### src/rtl/alu_result_stage_if.sv
// alu_result_stage_if: handshake and data bundle for alu_result_stage.
// The master side is the ALU datapath/upstream stage and the EX/MEM consumer;
// the slave side is the result stage itself.
// out_flags exists only when ALU_FLAGS_EN is defined.
interface alu_result_stage_if #(
    parameter int WIDTH   = 64,
    parameter int NUM_OPS = 8
);
    localparam int SEL_W = $clog2(NUM_OPS);

    logic                     flush;
    logic                     in_valid;
    logic                     in_ready;
    logic [SEL_W-1:0]         cntrl;
    logic [NUM_OPS*WIDTH-1:0] op_results;
    logic                     in_carry;
    logic                     in_overflow;
    logic                     flag_we;
    logic                     out_valid;
    logic                     out_ready;
    logic [WIDTH-1:0]         out_result;
`ifdef ALU_FLAGS_EN
    logic [3:0]               out_flags;
`endif

    modport master (
        output flush, in_valid, cntrl, op_results, in_carry, in_overflow,
               flag_we, out_ready,
        input  in_ready, out_valid, out_result
`ifdef ALU_FLAGS_EN
        , input out_flags
`endif
    );

    modport slave (
        input  flush, in_valid, cntrl, op_results, in_carry, in_overflow,
               flag_we, out_ready,
        output in_ready, out_valid, out_result
`ifdef ALU_FLAGS_EN
        , output out_flags
`endif
    );
endinterface

### src/rtl/alu_result_stage.sv
// alu_result_stage: selects one of NUM_OPS results by opcode and holds it in
// a two-entry (main + skid) registered pipeline stage with valid/ready.
// Optional feature macro: ALU_FLAGS_EN adds the architectural NZCV flag
// register, which updates in output order on handshakes of entries that
// carry flag_we. Without it the carry/overflow/flag_we inputs are ignored.
module alu_result_stage #(
    parameter int WIDTH   = 64,
    parameter int NUM_OPS = 8
) (
    input  logic               clk,
    input  logic               reset_n,
    alu_result_stage_if.slave  bus
);
    localparam int SEL_W = $clog2(NUM_OPS);

    typedef enum logic [1:0] {
        EMPTY = 2'd0,
        ONE   = 2'd1,
        FULL  = 2'd2
    } state_t;

    state_t           r_state;
    logic             r_outValid;
    logic             r_inReady;
    logic [WIDTH-1:0] r_mainData;
    logic [WIDTH-1:0] r_skidData;
    logic [WIDTH-1:0] w_selResult;
    logic             w_accept;
    logic             w_handshake;

`ifdef ALU_FLAGS_EN
    logic       r_mainCarry;
    logic       r_mainOvf;
    logic       r_mainFlagWe;
    logic       r_skidCarry;
    logic       r_skidOvf;
    logic       r_skidFlagWe;
    logic [3:0] r_flags;
`endif

    assign w_accept    = bus.in_valid && r_inReady;
    assign w_handshake = r_outValid && bus.out_ready;

    // Opcode mux; codes at or above NUM_OPS fall through to zero.
    always_comb begin
        w_selResult = '0;
        for (int i = 0; i < NUM_OPS; i++) begin
            if (bus.cntrl == SEL_W'(i)) begin
                w_selResult = bus.op_results[i*WIDTH +: WIDTH];
            end
        end
    end

    // Main/skid storage state machine plus in-order flag register update.
    always_ff @(posedge clk) begin
        if (!reset_n) begin
            r_state    <= EMPTY;
            r_outValid <= 1'b0;
            r_inReady  <= 1'b0;
            r_mainData <= '0;
            r_skidData <= '0;
`ifdef ALU_FLAGS_EN
            r_mainCarry  <= 1'b0;
            r_mainOvf    <= 1'b0;
            r_mainFlagWe <= 1'b0;
            r_skidCarry  <= 1'b0;
            r_skidOvf    <= 1'b0;
            r_skidFlagWe <= 1'b0;
            r_flags      <= 4'b0000;
`endif
        end else if (bus.flush) begin
            r_state    <= EMPTY;
            r_outValid <= 1'b0;
            r_inReady  <= 1'b1;
        end else begin
            case (r_state)
                EMPTY: begin
                    r_inReady <= 1'b1;
                    if (w_accept) begin
                        r_mainData <= w_selResult;
`ifdef ALU_FLAGS_EN
                        r_mainCarry  <= bus.in_carry;
                        r_mainOvf    <= bus.in_overflow;
                        r_mainFlagWe <= bus.flag_we;
`endif
                        r_state    <= ONE;
                        r_outValid <= 1'b1;
                    end
                end
                ONE: begin
                    if (w_accept && bus.out_ready) begin
                        r_mainData <= w_selResult;
`ifdef ALU_FLAGS_EN
                        r_mainCarry  <= bus.in_carry;
                        r_mainOvf    <= bus.in_overflow;
                        r_mainFlagWe <= bus.flag_we;
`endif
                        r_inReady <= 1'b1;
                    end else if (w_accept) begin
                        r_skidData <= w_selResult;
`ifdef ALU_FLAGS_EN
                        r_skidCarry  <= bus.in_carry;
                        r_skidOvf    <= bus.in_overflow;
                        r_skidFlagWe <= bus.flag_we;
`endif
                        r_state   <= FULL;
                        r_inReady <= 1'b0;
                    end else if (bus.out_ready) begin
                        r_state    <= EMPTY;
                        r_outValid <= 1'b0;
                        r_inReady  <= 1'b1;
                    end
                end
                FULL: begin
                    if (bus.out_ready) begin
                        r_mainData <= r_skidData;
`ifdef ALU_FLAGS_EN
                        r_mainCarry  <= r_skidCarry;
                        r_mainOvf    <= r_skidOvf;
                        r_mainFlagWe <= r_skidFlagWe;
`endif
                        r_state   <= ONE;
                        r_inReady <= 1'b1;
                    end
                end
                default: begin
                    r_state    <= EMPTY;
                    r_outValid <= 1'b0;
                    r_inReady  <= 1'b1;
                end
            endcase
`ifdef ALU_FLAGS_EN
            if (w_handshake && r_mainFlagWe) begin
                r_flags <= {r_mainData[WIDTH-1], (r_mainData == '0),
                            r_mainCarry, r_mainOvf};
            end
`endif
        end
    end

    assign bus.in_ready   = r_inReady;
    assign bus.out_valid  = r_outValid;
    assign bus.out_result = r_mainData;
`ifdef ALU_FLAGS_EN
    assign bus.out_flags  = r_flags;
`endif
endmodule

### src/flat_wrapper.sv
// flat-port wrapper written by rule: the top's interface ports become plain ports
module alu_result_stage_flat 
#(
    parameter int WIDTH   = 64,
    parameter int NUM_OPS = 8
)
  (clk, reset_n, bus_flush, bus_in_valid, bus_cntrl, bus_op_results, bus_in_carry, bus_in_overflow, bus_flag_we, bus_out_ready, bus_in_ready, bus_out_valid, bus_out_result);
  alu_result_stage_if #(.WIDTH(WIDTH), .NUM_OPS(NUM_OPS)) bus_i ();
  input  logic clk;
  input  logic reset_n;
  input wire logic [$bits(bus_i.flush)-1:0] bus_flush;
  input wire logic [$bits(bus_i.in_valid)-1:0] bus_in_valid;
  input wire logic [$bits(bus_i.cntrl)-1:0] bus_cntrl;
  input wire logic [$bits(bus_i.op_results)-1:0] bus_op_results;
  input wire logic [$bits(bus_i.in_carry)-1:0] bus_in_carry;
  input wire logic [$bits(bus_i.in_overflow)-1:0] bus_in_overflow;
  input wire logic [$bits(bus_i.flag_we)-1:0] bus_flag_we;
  input wire logic [$bits(bus_i.out_ready)-1:0] bus_out_ready;
  output wire logic [$bits(bus_i.in_ready)-1:0] bus_in_ready;
  output wire logic [$bits(bus_i.out_valid)-1:0] bus_out_valid;
  output wire logic [$bits(bus_i.out_result)-1:0] bus_out_result;
  assign bus_i.flush = bus_flush;
  assign bus_i.in_valid = bus_in_valid;
  assign bus_i.cntrl = bus_cntrl;
  assign bus_i.op_results = bus_op_results;
  assign bus_i.in_carry = bus_in_carry;
  assign bus_i.in_overflow = bus_in_overflow;
  assign bus_i.flag_we = bus_flag_we;
  assign bus_i.out_ready = bus_out_ready;
  assign bus_in_ready = bus_i.in_ready;
  assign bus_out_valid = bus_i.out_valid;
  assign bus_out_result = bus_i.out_result;
  alu_result_stage #(.WIDTH(WIDTH), .NUM_OPS(NUM_OPS)) u_core (.clk(clk), .reset_n(reset_n), .bus(bus_i));
endmodule
### config.mk
export PLATFORM = sky130hd
export DESIGN_NAME = alu_result_stage_flat
export DESIGN_NICKNAME = d
export VERILOG_FILES = /design/src/rtl/alu_result_stage_if.sv /design/src/rtl/alu_result_stage.sv /design/src/flat_wrapper.sv
export SDC_FILE = /design/constraint.sdc
export NUM_CORES = 1
export LEC_CHECK = 0
export BUFFER_PORTS_ARGS = -buffer_cell sky130_fd_sc_hd__buf_4
export CAP_MARGIN = 20
export CORE_AREA = 3 3 231 233
export CTS_CLUSTER_SIZE = 8
export DETAILED_ROUTE_END_ITERATION = 16
export DIE_AREA = 0 0 234 236
export SYNTH_ARGS = -nofsm -noshare
export SYNTH_HDL_FRONTEND = slang
export SYNTH_SLANG_ARGS = --single-unit
### constraint.sdc
create_clock -name clk -period 3.4 [get_ports clk]
set_input_delay 0.68 -clock clk [delete_from_list [all_inputs] [get_ports clk]]
set_output_delay 0.68 -clock clk [all_outputs]
set_load 0.03 [all_outputs]
After elaboration in Yosys (flattened, before gate mapping):

Cells that the tools add are included.

* bitwise logic cells: 4
* reductions and logical operators: 10
* eq/ne operators: 16
* muxes and demuxes: 28

Operators by type and width (count)
* $mux 64: 11
* $pmux 64 s3: 1
* $eq 3x3->1 const B: 4
* $mux 2: 5
* $reduce_and 5->1: 2
* $mux 1: 8
* $ne 2x2->1 const B: 4
* $reduce_and 4->1: 2
* $eq 3x2->1 const B: 2
* $pmux 2 s3: 1
* $ne 2x1->1 const B: 2
* $not 1->1: 4
* $eq 3x1->1 const B: 1
* $logic_not 3->1: 1
* $ne 3x2->1 const B: 1
* $pmux 1 s3: 1
* $reduce_bool 3->1: 1
* $eq 2x1->1 const B: 1
* $eq 2x2->1 const B: 1
* $logic_and 1x1->1: 2
* $logic_not 2->1: 1
* $pmux 1 s2: 1
* $reduce_or 2->1: 1

* output and inout bits: 66
* input port bits: 523
* logic and storage cells: 63
* bits in registers: 132

Longest topological paths before layout:

* depth after elaboration: 11
* depth in mapped cells: 9
* mapped depth without buffers: 7

Least setup slack after synthesis:

No wires, ideal clock.

* kind: input-to-reg
* start point: in bus_cntrl[0]
* end point: reg u_core.r_mainData[31], in the netlist u_core.bus.out_result[31]
* data required time: 3.278 ns
* path buffers: 3
* library setup time: 0.122 ns
* arrival: 2.155 ns
* setup slack: 1.123 ns
* stages on the path: 7
* path through: buf_2 -> buf_2 -> buf_1 -> mux2_2 -> o22ai_1 -> nor3_1 -> a221o_1

* cells in the longest elaborated chain, start to end: 11
* elaborated cells on any way between the ends: 19
* classes of those cells: eq/ne (7); mux (11); reduce/logical (1)

Ends and longest elaborated chain
* from (decl): line flat_wrapper.sv:13 `input wire logic [$bits(bus_i.cntrl)-1:0] bus_cntrl;`
* $logic_not 3->1: line alu_result_stage.sv:48 `if (bus.cntrl == SEL_W'(i)) begin`
* $mux 64 (7 in a row): line alu_result_stage.sv:48
* $mux 64 (*): line alu_result_stage.sv:48
* $mux 64, on equally long branches: line alu_result_stage.sv:91, alu_result_stage.sv:79
* $pmux 64 s3 (*): line alu_result_stage.sv:76 `case (r_state)`
* to (signal assigned): line alu_result_stage.sv:80 `r_mainData <= w_selResult;`
* to (signal assigned): line alu_result_stage.sv:92 `r_mainData <= w_selResult;`
* to (signal assigned): line alu_result_stage.sv:116 `r_mainData <= r_skidData;`
* to (decl): line alu_result_stage.sv:25 `logic [WIDTH-1:0] r_mainData;`

Every way passes the cells marked *; elsewhere a longest branch is shown, timed or not. The select of a mux whose other input is x is not followed.
A chain may end at the register's enable or synchronous reset.

Worst setup path in the final report:

* start point: reg u_core.r_state[0]
* end point: reg u_core.r_mainData[6], in the netlist u_core.bus.out_result[6]

* cells in the longest elaborated chain, start to end: 3
* elaborated cells on any way between the ends: 9
* classes of those cells: eq/ne (5); mux (1); reduce/logical (3)

Ends and longest elaborated chain
* from (decl): line alu_result_stage.sv:22 `state_t r_state;`
* from (signal assigned): line alu_result_stage.sv:57 `r_state <= EMPTY;`
* from (signal assigned): line alu_result_stage.sv:72 `r_state <= EMPTY;`
* from (signal assigned): line alu_result_stage.sv:86 `r_state <= ONE;`
* $eq 2x1->1 (tied with other cells): line alu_result_stage.sv:76
* $ne 2x1->1 (no line) (tied with other cells)
* $reduce_and 5->1 (no line)

Several ways; a longest one is shown, not always the timed one.

==> qor.yml <==
overflow: 0
clkSinkCount: 132
setup.worst_path.class: "reg -> reg"
final_util_pct: 30.4
wirelength_um: 51700
crit_path_max_incr_delay_ns: 0.85
final_cell_mix: "buf_4, dfxtp_1, mux2i_1, mux2_2, a22o_1"
nets: 2194
setup-tns-final_ns: 0
drv_slew: 0
power_frac_seq_pct: 31.0
drc: 0
hold_buffers: 0
synth-warning-count: 0
syn_nets: 1678
max_freq_ghz: 0.357
cp.arrival_ns: 3.19
antenna_found_initial: 2
drv_cap: 0
postCtsSetupBuffers: 0
drtIter0Drc: 809
slew_headroom_pct: 28.6
seq_area_frac_synth_pct: 26.7
fin_crit_ns: 2.80
grt_pass1_vias: 11934
ys_ff_latch: 132
hp-class: "reg -> reg"
clk_pin_slew_ns: 0.06
vias_per_cell: 5.02
netlist_instances: 1151
cts_made_buffers: 17
leakage_nw: 7.07
hold_viol: 0
grt_start_max_net_pins: 87
cts_tree: "yes"
portBuffers: 585
syn_to_final_growth_pct: 57.8
fp.dieArea_sq_um: 55200
ios: 589
first_pass_iters: 5
fin_skew_ns: 0.00859
core-area_sq_um: 51400
syn_area_sq_um: 9910
diodes: 0
cts_resized: 0
holdWs_ns: 0.452
place.gp.congestion: 0.856
p_sw_share_pct: 29.7
peakVddDrop_mv: 0.316
ctsLongestPathBuffers: 2
synthArstFlopShare_pct: 0
wl_per_cell_um: 21.9
worstMarginPinSlew_ns: 1.07
grt.total_usage_pct: 17.6
synthFlopType: "dfxtp_1"
placementRows: 83
fin_cells: 2360
insertion_delay_ns: 0.45
rsz0062_at_grt: "false"
powerDensity_nw_per_um2: 336
crit_path_top_delay_cell: "a21oi_4"
numPlacedInstances: 2328
post-route-period-util_pct: 82.4
fillCellCount: 5399
crit_fanout: 30
num_vias: 11844
clkPwrFrac_pct: 38.5
cts_root_buf: "clkbuf_16"
ys_types: 43
final_common_cell: "buf_4"
worstPathRequired_ns: 3.79
synth-edff-count: 0
synth.avg_cell_area_sq_um: 8.61
crit_path_start_kind: "flip-flop"
ant_nets: 0
power_frac_comb_pct: 30.4
p_switching_mw: 1.56
fp.dieW_um: 234
p_int_mw: 3.69
grt_pass1_wl_um: 73300
die_y_um: 236
setup_violations: 0
outcome: "finished clean"
endpoint_kind: "flip-flop"
drive_above_1_share_pct: 45.4
htreeDepth: 4
dp_hpwl_um: 40100
path_cells: "inv_1 -> ha_1 -> nor2b_2 -> a2111oi_4 -> a21oi_4 -> buf_12 -> a22o_1 -> a21o_1"
seq_area_sq_um: 2640
initial_utilization_pct: 19.3
multi_input_area_sq_um: 6710
[synth_stat cells, types with 2 or more instances]
library cell	n	area, sq um
dfxtp_1	132	2640
mux2i_1	101	1010
mux2_2	92	1040
a22o_1	85	744
nand2_1	82	308
nor2_1	71	267
o21ai_0	65	325
clkbuf_1	63	236
a22oi_1	54	405
a221o_1	52	521
nor3_1	50	250
o22ai_1	47	294
a2bb2oi_1	46	403
o31ai_1	46	345
buf_2	33	165
buf_1	16	60.1
a21oi_1	12	60.1
and3_1	12	75.1
o211ai_1	12	90.1
a21o_1	11	82.6
a222oi_1	11	110
buf_4	8	60.1
nand2b_1	8	50.1
o21a_1	6	45.0
inv_1	5	18.8
ha_1	4	50.1
a211oi_1	3	22.5
buf_6	3	33.8
nor2b_1	3	18.8
a31oi_1	2	12.5
and2_1	2	12.5
buf_8	2	30.0
nand2_2	2	12.5
[power by group through the flow]
stage	clock (mW)	combinational (mW)	sequential, mW
floorplan	0	0.694	1.74
global placement	0	1.58	1.66
detailed placement	0	1.60	1.66
CTS	2.09	1.60	1.63
global route	2.15	1.71	1.63
finish	2.02	1.60	1.63
[flip-flops by register name, indices dropped and copies added, names as in the netlist]
name,count
u_core.r_skidData,64
u_core.bus.out_valid,1
u_core.r_state,2
u_core.bus.in_ready,1
u_core.bus.out_result,64
[layer usage]
metal | GRT usage, % | routed length [um] | up-vias
li1 | - | - | 5558
met1 | 19.9 | 20300 | 5651
met2 | 31.7 | 25800 | 576
met3 | 4.31 | 4060 | 57
met4 | 6.44 | 1540 | 2
met5 | 0 | 13 | -
[final timing paths]
path         depth (start not counted)                          startpoint                               endpoint  slack [ns]
max                                  8      u_core.r_state[0]$_SDFFE_PP0P_  u_core.bus.out_result[6]$_SDFFE_PN0P_        0.60
min                                  2  u_core.r_skidData[13]$_SDFFE_PN0P_     u_core.r_skidData[13]$_SDFFE_PN0P_        0.45
max reg2reg                          8      u_core.r_state[0]$_SDFFE_PP0P_  u_core.bus.out_result[6]$_SDFFE_PN0P_        0.60
min reg2reg                          2  u_core.r_skidData[13]$_SDFFE_PN0P_     u_core.r_skidData[13]$_SDFFE_PN0P_        0.45
[logic make-up after synthesis]
kind of cell	share of synthesized area, %
muxes	20.7
DFF	26.7
adders and majority gates	0.505
xor gates and xnor gates	0.0884
buffers and inverters	6.10
and+or+nand+nor	10.5
AOI/OAI and AO/OA	35.5
[critical path: cells and delay by family, from the launching register on]
| kind | cells | cell delay, ns |
|---|---|---|
| adder cells (fa/ha/maj) | 1 | 0.49 |
| AND/OR/NAND/NOR | 1 | 0.31 |
| buffers and inverters | 2 | 0.39 |
| AO/OA/AOI/OAI | 4 | 1.19 |
| flip-flops | 1 | 0.34 |
[final cells by class]
type,instances,share of cell area (%)
tap,680,5.44
multi-input combinational,889,42.9
sequential,132,16.9
inverter,5,0.120
clock buffer,20,2.92
timing repair buffer,622,30.6
clock inverter,12,1.13
[through the flow]
stage	total power, mW	instance area (sq um)	setup slack (ns)
floorplan	2.43	9910	1.12
global placement	3.24	15000	0.653
detailed placement	3.26	15000	0.578
CTS	5.32	15600	0.570
global route	5.49	15600	0.401
finish	5.25	15600	0.600
(Power assumes the default switching activity.)
